===== src/rtl/embedded_lab_top_if.sv =====
// LCD write port: host-side request (data, register select, start) and the
// controller's completion flag plus the HD44780 pin bundle.
interface embedded_lab_top_if;
  logic [7:0] iDATA;
  logic       iRS;
  logic       iStart;
  logic       oDone;
  logic [7:0] LCD_DATA;
  logic       LCD_RW;
  logic       LCD_EN;
  logic       LCD_RS;

  modport master (
    output iDATA, iRS, iStart,
    input  oDone, LCD_DATA, LCD_RW, LCD_EN, LCD_RS
  );

  modport slave (
    input  iDATA, iRS, iStart,
    output oDone, LCD_DATA, LCD_RW, LCD_EN, LCD_RS
  );
endinterface


===== src/rtl/embedded_lab_top.sv =====
// Lab top: combinational 8-bit ALU, 18-LED dance sequencer and a one-byte
// HD44780 write controller. The three share only clock and reset.
module embedded_lab_top #(
  parameter int unsigned DANCE_DIV  = 1,
  parameter int unsigned CLK_DIVIDE = 16
) (
  input  logic                     iCLK,
  input  logic                     iRST_N,
  input  logic [7:0]               a,
  input  logic [7:0]               b,
  input  logic [1:0]               op,
  output logic [7:0]               result1,
  output logic [7:0]               result2,
  input  logic [3:0]               SW,
  output logic [4:0]               position,
  output logic [17:0]              led,
  embedded_lab_top_if.slave        lcd
);

  // ---------------- ALU ----------------
  logic [15:0] wide;

  always_comb begin
    wide    = 16'h0000;
    result1 = 8'h00;
    result2 = 8'h00;
    unique case (op)
      2'd0: begin
        wide    = {8'h00, a} + {8'h00, b};
        result1 = wide[7:0];
        result2 = wide[15:8];
      end
      2'd1: begin
        result1 = a - b;
        result2 = {7'b0, (a < b)};
      end
      2'd2: begin
        wide    = {8'h00, a} * {8'h00, b};
        result1 = wide[7:0];
        result2 = wide[15:8];
      end
      default: begin
        // Divide-by-zero returns all-ones quotient and passes a through as remainder.
        if (b == 8'h00) begin
          result1 = 8'hFF;
          result2 = a;
        end else begin
          result1 = a / b;
          result2 = a % b;
        end
      end
    endcase
  end

  // ---------------- Dance sequencer ----------------
  localparam int unsigned PW = (DANCE_DIV > 1) ? $clog2(DANCE_DIV) : 1;
  localparam logic [4:0]  PosMax = 5'd17;

  logic [PW-1:0] presc_q, presc_d;
  logic [4:0]    pos_q, pos_d;
  logic          dir_up_q, dir_up_d;
  logic          step;

  assign step = (presc_q == PW'(DANCE_DIV - 1));

  always_comb begin
    presc_d  = step ? '0 : presc_q + PW'(1);
    pos_d    = pos_q;
    dir_up_d = dir_up_q;
    if (step) begin
      unique case (SW[1:0])
        2'd0: pos_d = (pos_q == PosMax) ? 5'd0 : pos_q + 5'd1;
        2'd1: pos_d = (pos_q == 5'd0) ? PosMax : pos_q - 5'd1;
        2'd2: begin
          // Reverse on the endpoint itself so neither end is shown twice.
          if (dir_up_q) begin
            if (pos_q >= PosMax) begin
              pos_d    = PosMax - 5'd1;
              dir_up_d = 1'b0;
            end else begin
              pos_d = pos_q + 5'd1;
            end
          end else begin
            if (pos_q == 5'd0) begin
              pos_d    = 5'd1;
              dir_up_d = 1'b1;
            end else begin
              pos_d = pos_q - 5'd1;
            end
          end
        end
        default: pos_d = pos_q;
      endcase
    end
  end

  always_ff @(posedge iCLK or negedge iRST_N) begin
    if (!iRST_N) begin
      presc_q  <= '0;
      pos_q    <= 5'd0;
      dir_up_q <= 1'b1;
    end else begin
      presc_q  <= presc_d;
      pos_q    <= pos_d;
      dir_up_q <= dir_up_d;
    end
  end

  assign position = pos_q;
  assign led      = 18'd1 << pos_q;

  // ---------------- LCD write controller ----------------
  typedef enum logic [1:0] {StIdle, StSetup, StPulse, StDone} lcd_state_e;

  localparam int unsigned CW = $clog2(CLK_DIVIDE + 1);

  lcd_state_e    state_q, state_d;
  logic [CW-1:0] cnt_q, cnt_d;
  logic          start_q;
  logic [7:0]    data_q, data_d;
  logic          rs_q, rs_d;
  logic          en_q, en_d;
  logic          done_q, done_d;
  logic          start_edge;

  assign start_edge = lcd.iStart & ~start_q;

  always_comb begin
    state_d = state_q;
    cnt_d   = cnt_q;
    data_d  = data_q;
    rs_d    = rs_q;
    en_d    = en_q;
    done_d  = done_q;
    unique case (state_q)
      StIdle: begin
        if (start_edge) begin
          data_d  = lcd.iDATA;
          rs_d    = lcd.iRS;
          done_d  = 1'b0;
          state_d = StSetup;
        end
      end
      StSetup: begin
        en_d    = 1'b1;
        cnt_d   = '0;
        state_d = StPulse;
      end
      StPulse: begin
        cnt_d = cnt_q + CW'(1);
        if (cnt_q == CW'(CLK_DIVIDE - 1)) begin
          en_d    = 1'b0;
          state_d = StDone;
        end
      end
      default: begin
        done_d  = 1'b1;
        state_d = StIdle;
      end
    endcase
  end

  always_ff @(posedge iCLK or negedge iRST_N) begin
    if (!iRST_N) begin
      state_q <= StIdle;
      cnt_q   <= '0;
      start_q <= 1'b0;
      data_q  <= 8'h00;
      rs_q    <= 1'b0;
      en_q    <= 1'b0;
      done_q  <= 1'b0;
    end else begin
      state_q <= state_d;
      cnt_q   <= cnt_d;
      start_q <= lcd.iStart;
      data_q  <= data_d;
      rs_q    <= rs_d;
      en_q    <= en_d;
      done_q  <= done_d;
    end
  end

  assign lcd.LCD_DATA = data_q;
  assign lcd.LCD_RS   = rs_q;
  assign lcd.LCD_EN   = en_q;
  assign lcd.LCD_RW   = 1'b0;
  assign lcd.oDone    = done_q;

endmodule


===== src/flat_wrapper.sv =====
// flat-port wrapper written by rule: the top's interface ports become plain ports
module embedded_lab_top_flat 
#(
  parameter int unsigned DANCE_DIV  = 1,
  parameter int unsigned CLK_DIVIDE = 16
)
  (iCLK, iRST_N, a, b, op, result1, result2, SW, position, led, lcd_iDATA, lcd_iRS, lcd_iStart, lcd_oDone, lcd_LCD_DATA, lcd_LCD_RW, lcd_LCD_EN, lcd_LCD_RS);
  embedded_lab_top_if lcd_i ();
  input  logic iCLK;
  input  logic iRST_N;
  input  logic [7:0] a;
  input  logic [7:0] b;
  input  logic [1:0] op;
  output logic [7:0] result1;
  output logic [7:0] result2;
  input  logic [3:0] SW;
  output logic [4:0] position;
  output logic [17:0] led;
  input wire logic [$bits(lcd_i.iDATA)-1:0] lcd_iDATA;
  input wire logic [$bits(lcd_i.iRS)-1:0] lcd_iRS;
  input wire logic [$bits(lcd_i.iStart)-1:0] lcd_iStart;
  output wire logic [$bits(lcd_i.oDone)-1:0] lcd_oDone;
  output wire logic [$bits(lcd_i.LCD_DATA)-1:0] lcd_LCD_DATA;
  output wire logic [$bits(lcd_i.LCD_RW)-1:0] lcd_LCD_RW;
  output wire logic [$bits(lcd_i.LCD_EN)-1:0] lcd_LCD_EN;
  output wire logic [$bits(lcd_i.LCD_RS)-1:0] lcd_LCD_RS;
  assign lcd_i.iDATA = lcd_iDATA;
  assign lcd_i.iRS = lcd_iRS;
  assign lcd_i.iStart = lcd_iStart;
  assign lcd_oDone = lcd_i.oDone;
  assign lcd_LCD_DATA = lcd_i.LCD_DATA;
  assign lcd_LCD_RW = lcd_i.LCD_RW;
  assign lcd_LCD_EN = lcd_i.LCD_EN;
  assign lcd_LCD_RS = lcd_i.LCD_RS;
  embedded_lab_top #(.DANCE_DIV(DANCE_DIV), .CLK_DIVIDE(CLK_DIVIDE)) u_core (.iCLK(iCLK), .iRST_N(iRST_N), .a(a), .b(b), .op(op), .result1(result1), .result2(result2), .SW(SW), .position(position), .led(led), .lcd(lcd_i));
endmodule

===== config.mk =====
export PLATFORM = sky130hd
export DESIGN_NAME = embedded_lab_top_flat
export DESIGN_NICKNAME = d
export VERILOG_FILES = /design/src/rtl/embedded_lab_top_if.sv /design/src/rtl/embedded_lab_top.sv /design/src/flat_wrapper.sv
export SDC_FILE = /design/constraint.sdc
export NUM_CORES = 1
export LEC_CHECK = 0
export CAP_MARGIN = 20
export CORE_MARGIN = 10
export CORE_UTILIZATION = 25
export CTS_CLUSTER_DIAMETER = 30
export CTS_CLUSTER_SIZE = 25
export DETAILED_ROUTE_END_ITERATION = 12
export GPL_TIMING_DRIVEN = 0
export PLACE_DENSITY = 0.53
export SYNTH_ARGS = -nofsm -noshare
export SYNTH_HDL_FRONTEND = slang
export SYNTH_SLANG_ARGS = --single-unit
export TNS_END_PERCENT = 1

===== constraint.sdc =====
create_clock -name iCLK -period 17.9 [get_ports iCLK]
set_input_delay 3.58 -clock iCLK [delete_from_list [all_inputs] [get_ports iCLK]]
set_output_delay 3.58 -clock iCLK [all_outputs]
set_load 0.05 [all_outputs]

# Word level (Yosys, flattened, before mapping)
# Index checks and enable logic that the tools add are counted.
# word_totals
regBits	26
inputBits	34
output_inout_bits	51
# op_classes
add_sub_neg	6
mul	1
div	2
order_cmp	2
n_eq_ne	10
n_shift	1
n_mux	22
bitwise_logic	4
n_reduce_logical	14
# op_table
op	n
$pmux 8 s3	2
$mux 5	5
$shl 1x5->18 const A	1
$mul 8x8->16	1
$mux 8	2
$pmux 5 s3	1
$reduce_and 2->1	6
$add 5x1->5 const B	2
$pmux 5 s2	1
$add 8x8->9	1
$div 8x8->8	1
$logic_not 8->1	1
$lt 8x8->1	1
$mod 8x8->8	1
$sub 8x8->8	1
$eq 2x1->1 const B	3
$eq 2x2->1 const B	3
$logic_not 2->1	3
$mux 1	6
$pmux 2 s3	1
$eq 5x4->1 const B	1
$eq 5x5->1 const B	1
$ge 5x5->1 const B	1
$logic_not 5->1	1
10 further kinds	15

# Logic depth before layout (Yosys ltp)
# depth
ltp_word	4
depth_mapped	53
ltp_nobuf	51

# Worst setup path after synthesis
# OpenSTA, ideal clock, no wires.
# synth_path
kind	in2out
startpoint	input port b[6]
endpoint	output port result2[6]
t_arrival_ns	14.916
setup_slack_ns	-0.596
stages	51
path_buffers	2
path_cell_list	buf_2 -> nor4_4 -> nand3_1 -> nor2_1 -> a21oi_1 -> a21oi_1 -> ha_1 -> or3_1 -> nand3_1 -> and3_1 -> nor3_1 -> ha_1 -> o211ai_1 -> a211oi_4 -> a311oi_1 -> or2_2 -> ha_1 -> a21o_1 -> (+15 left out) -> ha_1 -> o21ai_1 -> a211oi_1 -> a21o_1 -> a221oi_4 -> nand2_1 -> o21ai_1 -> inv_1 -> fa_1 -> nand2b_1 -> a21oi_1 -> o22ai_1 -> a31oi_1 -> buf_2 -> nand2_1 -> o211ai_1 -> o21ai_0 -> o32ai_1
# synth_between
elab_chain_cells	3
word_cells_on_any_way	5
cone_classes	mul: 1; div: 1; mux: 2; reduce/logical: 1
# synth_rtl
item	line_no	source
from (decl)	flat_wrapper.sv:12	input logic [7:0] b;
$mod 8x8->8 / $logic_not 8->1 (equally long branches)	embedded_lab_top.sv:49, embedded_lab_top.sv:44	
$mux 8	embedded_lab_top.sv:44	if (b == 8'h00) begin
$pmux 8 s3 *	embedded_lab_top.sv:27	unique case (op)
to (decl)	flat_wrapper.sv:15	output logic [7:0] result2;
# Every way passes the cells marked *; elsewhere a longest branch is shown, timed or not.

# Final worst setup path
# layout_path
startpoint	input port b[5]
endpoint	output port result2[0]
# Same word-level chain as after synthesis.

==> flow_summary.json <==
{
  "grt_pass1_wl_um": 34500,
  "period_minus_slack_ns": 17.56,
  "antenna_found_initial": 0,
  "numCtsBuffers": 3,
  "cts.sinks": 25,
  "critical-path-max-stage-delay_ns": 0.53,
  "hold_path_end": "u_core.lcd.LCD_EN",
  "ys_seq_area_frac": 0.0974,
  "setup_viol": 0,
  "hold_viol_final": 0,
  "htree_num_levels": 1,
  "slew_violations": 0,
  "worst-r2r-cell-count": 9,
  "synth_ff_type": "dfrtp_1",
  "grt.overflow.total": 0,
  "path_common_cell": "ha_4",
  "hold_depth": 2,
  "hp-class": "register to register",
  "ys_seq_elements": 25,
  "die_h_um": 180,
  "hold_start": "u_core.lcd.LCD_EN",
  "ff_latch_area_um2": 627,
  "syn_inst": 812,
  "cp.arrival_ns": 13.98,
  "n_antenna_cell": 0,
  "end_kind": "output pin",
  "fmax_mhz": 57.0,
  "vdd_drop_max_mv": 0.0925,
  "dieWidth_um": 180,
  "r2r_start": "u_core.position[0]",
  "start_util": 0.255,
  "syn_area_mm2": 0.00644,
  "core.rowCount": 58,
  "grt_pass1_vias": 6430,
  "track_usage": 0.127,
  "layout_setup_ws_ns": 0.342,
  "dr_total_vias": 6433,
  "via_per_inst": 5.03,
  "die_area_mm2": 0.0326,
  "drtIter0Drc": 419,
  "r2r_end": "u_core.position[1]",
  "first_pass_iters": 5,
  "period_share": 0.981,
  "gp_congestion": 0.911,
  "grt_max_degree": 19,
  "drive_gt1_frac": 0.212,
  "dp_slack_ns": -3.01,
  "place_inst": 1224,
  "cellPowerDensity_mw_per_mm2": 101,
  "power.leakage_nw": 3.83,
  "synthTopCellsByArea": "ha_1, fa_1, dfrtp_1, inv_1, nand2_1",
  "syn-mean-instance-area_um2": 7.93,
  "synth_edf_count": 0,
  "critPathSlowestCell": "mux4_2",
  "synth_cell_types": 85,
  "cp-start-kind": "primary input",
  "critPathMaxFanout": 9,
  "cts_tree": "built",
  "root_buffer": "clkbuf_16",
  "dp_hpwl_um": 16700,
  "place_area_mm2": 0.00771,
  "n_fill_cell": 2652,
  "syn2layout_area_growth_pct": 37.3,
  "status": "finished clean",
  "multiInputGateArea_mm2": 0.00600,
  "num-nets-final": 1129,
  "path_clk_slew_ns": 0.06,
  "finClkSkew_ns": 0.00231,
  "drt-wirelength-per-cell_um": 17.4,
  "synth_fp_nets": 991,
  "drcViolationCount": 0,
  "crit_required_ns": 14.32,
  "yosysWarnings": 0,
  "synth_top_cell_by_area": "ha_1",
  "relSlewSlack": 0.491,
  "yosys.area.top_type_share": 0.206,
  "clockBufferDepth": 2,
  "r2r_slack_ns": 15.40,
  "design_area_mm2": 0.00883,
  "drv_cap": 0,
  "finalNonFillerCells": 1279,
  "boundaryPins": 85,
  "core-area_mm2": 0.0253,
  "ys_async_sr_fraction": 1.00,
  "worst-setup-path-type": "primary input to output pin",
  "port_buffers": 81,
  "worst_pin_slew_ns": 0.763,
  "ant_nets": 0,
  "holdBufCountCts": 0,
  "finalWirelength_um": 22200,
  "insertion_delay_ns": 0.25
}
-- power breakdown --
part           switching, W  internal, W
registers         0.0000171    0.0000789
logic              0.000448     0.000298
clock network     0.0000177    0.0000304
total              0.000483     0.000408
-- registers in the layout (all words and copies together), names as in the netlist --
signal               cells
u_core.cnt_q             5
u_core.dir_up_q          1
u_core.lcd.LCD_DATA      8
u_core.lcd.LCD_EN        1
u_core.lcd.LCD_RS        1
u_core.lcd.oDone         1
u_core.position          5
u_core.start_q           1
u_core.state_q           2
-- cell type report --
cell class,count,area share
Tap cell,330,0.0467
Sequential cell,25,0.0710
Buffer,29,0.0156
Timing Repair Buffer,133,0.138
Inverter,92,0.0406
Clock buffer,4,0.00892
Multi-Input combinational cell,666,0.679
-- worst max-delay path, delay by kind of cell --
family | cells | cell delay, ns
AO/OA/AOI/OAI | 19 | 3.60
adder cells (fa/ha/maj) | 7 | 1.84
buffers and inverters | 9 | 1.20
multiplexers | 3 | 1.15
AND/OR/NAND/NOR | 14 | 2.57
-- routing by layer --
layer / routed length, µm / part of all wire / GRT usage
met1: 10300 / 0.47 / 0.169
met2: 10500 / 0.47 / 0.216
met3: 1090 / 0.049 / 0.0149
met4: 274 / 0.012 / 0.0226
met5: 0 / 0 / 0
-- synth_stat cells, drive strengths merged (5+ instances only) --
cell type and number:
nor3 21, or3 12, nand3 17, nor2 67, fa 39, o21bai 5, o21a 14, a21oi 40
mux2i 6, inv 92, xnor2 23, and3 7, clkbuf 22, a31oi 9, xor2 6, o21ai 55
nor2b 12, dfrtp 24, o31ai 7, o22ai 7, o211ai 12, buf 7, and2 13, nand2b 12
a21o 9, a211oi 5, mux2 13, nand2 76, ha 106
-- cell families (layout without fill, tap and decap cells) --
group	after synthesis	after routing	synth area share
other	1	1	0.000583
muxes	20	20	0.0362
AOI/OAI and AO/OA	211	211	0.227
DFF	25	25	0.0974
and+or+nand+nor	260	260	0.200
adders and majority gates	145	145	0.327
xor gates and xnor gates	29	29	0.0395
buffers and inverters	121	258	0.0719
-- layout by cell type, fill, tap and decap left out, types with 15 or more instances in the layout --
cell type,netlist,final
a21oi_1,39,34
clkdlybuf4s50_1,0,63
dfrtp_1,24,24
buf_4,1,53
fa_1,39,38
nand2_1,76,73
o21ai_0,42,35
clkbuf_1,22,21
ha_4,0,17
ha_1,106,88
xnor2_1,23,23
nor2_1,66,63
inv_1,90,84
nor3_1,19,15
-- through the flow --
stage / util / hold WS [ns] / setup TNS, ns / total power (W)
after floorplan: - / 0.479 / -0.166 / 0.000577
after global placement: 0.304 / 0.464 / -25.84 / 0.000764
after detailed placement: 0.305 / 0.491 / -26.25 / 0.000769
after CTS: 0.336 / 0.506 / 0 / 0.000864
after global routing: 0.350 / 0.521 / -0.207 / 0.000962
final: 0.350 / 0.496 / 0 / 0.000891
-- timing repair --
item / in CTS / in global routing
pin swaps: 31 / 43
hold endpoints to repair: 0 / 0
setup endpoints to repair: 10 / 9
resized for setup: 136 / 86
cloned: 1 / 0
setup buffers: 38 / 14
-- worst max-delay path by stage --
stage               slack [ns]  startpoint  cells after the start         end
floorplan                -0.11        b[6]                     51  result2[6]
global placement         -2.95        b[2]                     51  result2[6]
detailed placement       -3.01        b[5]                     52  result2[6]
CTS                      0.004        b[6]                     53  result2[0]
global route             -0.05        b[5]                     53  result2[6]
finish                    0.34        b[5]                     52  result2[0]
Note: power is estimated with default switching activity, not from simulation.
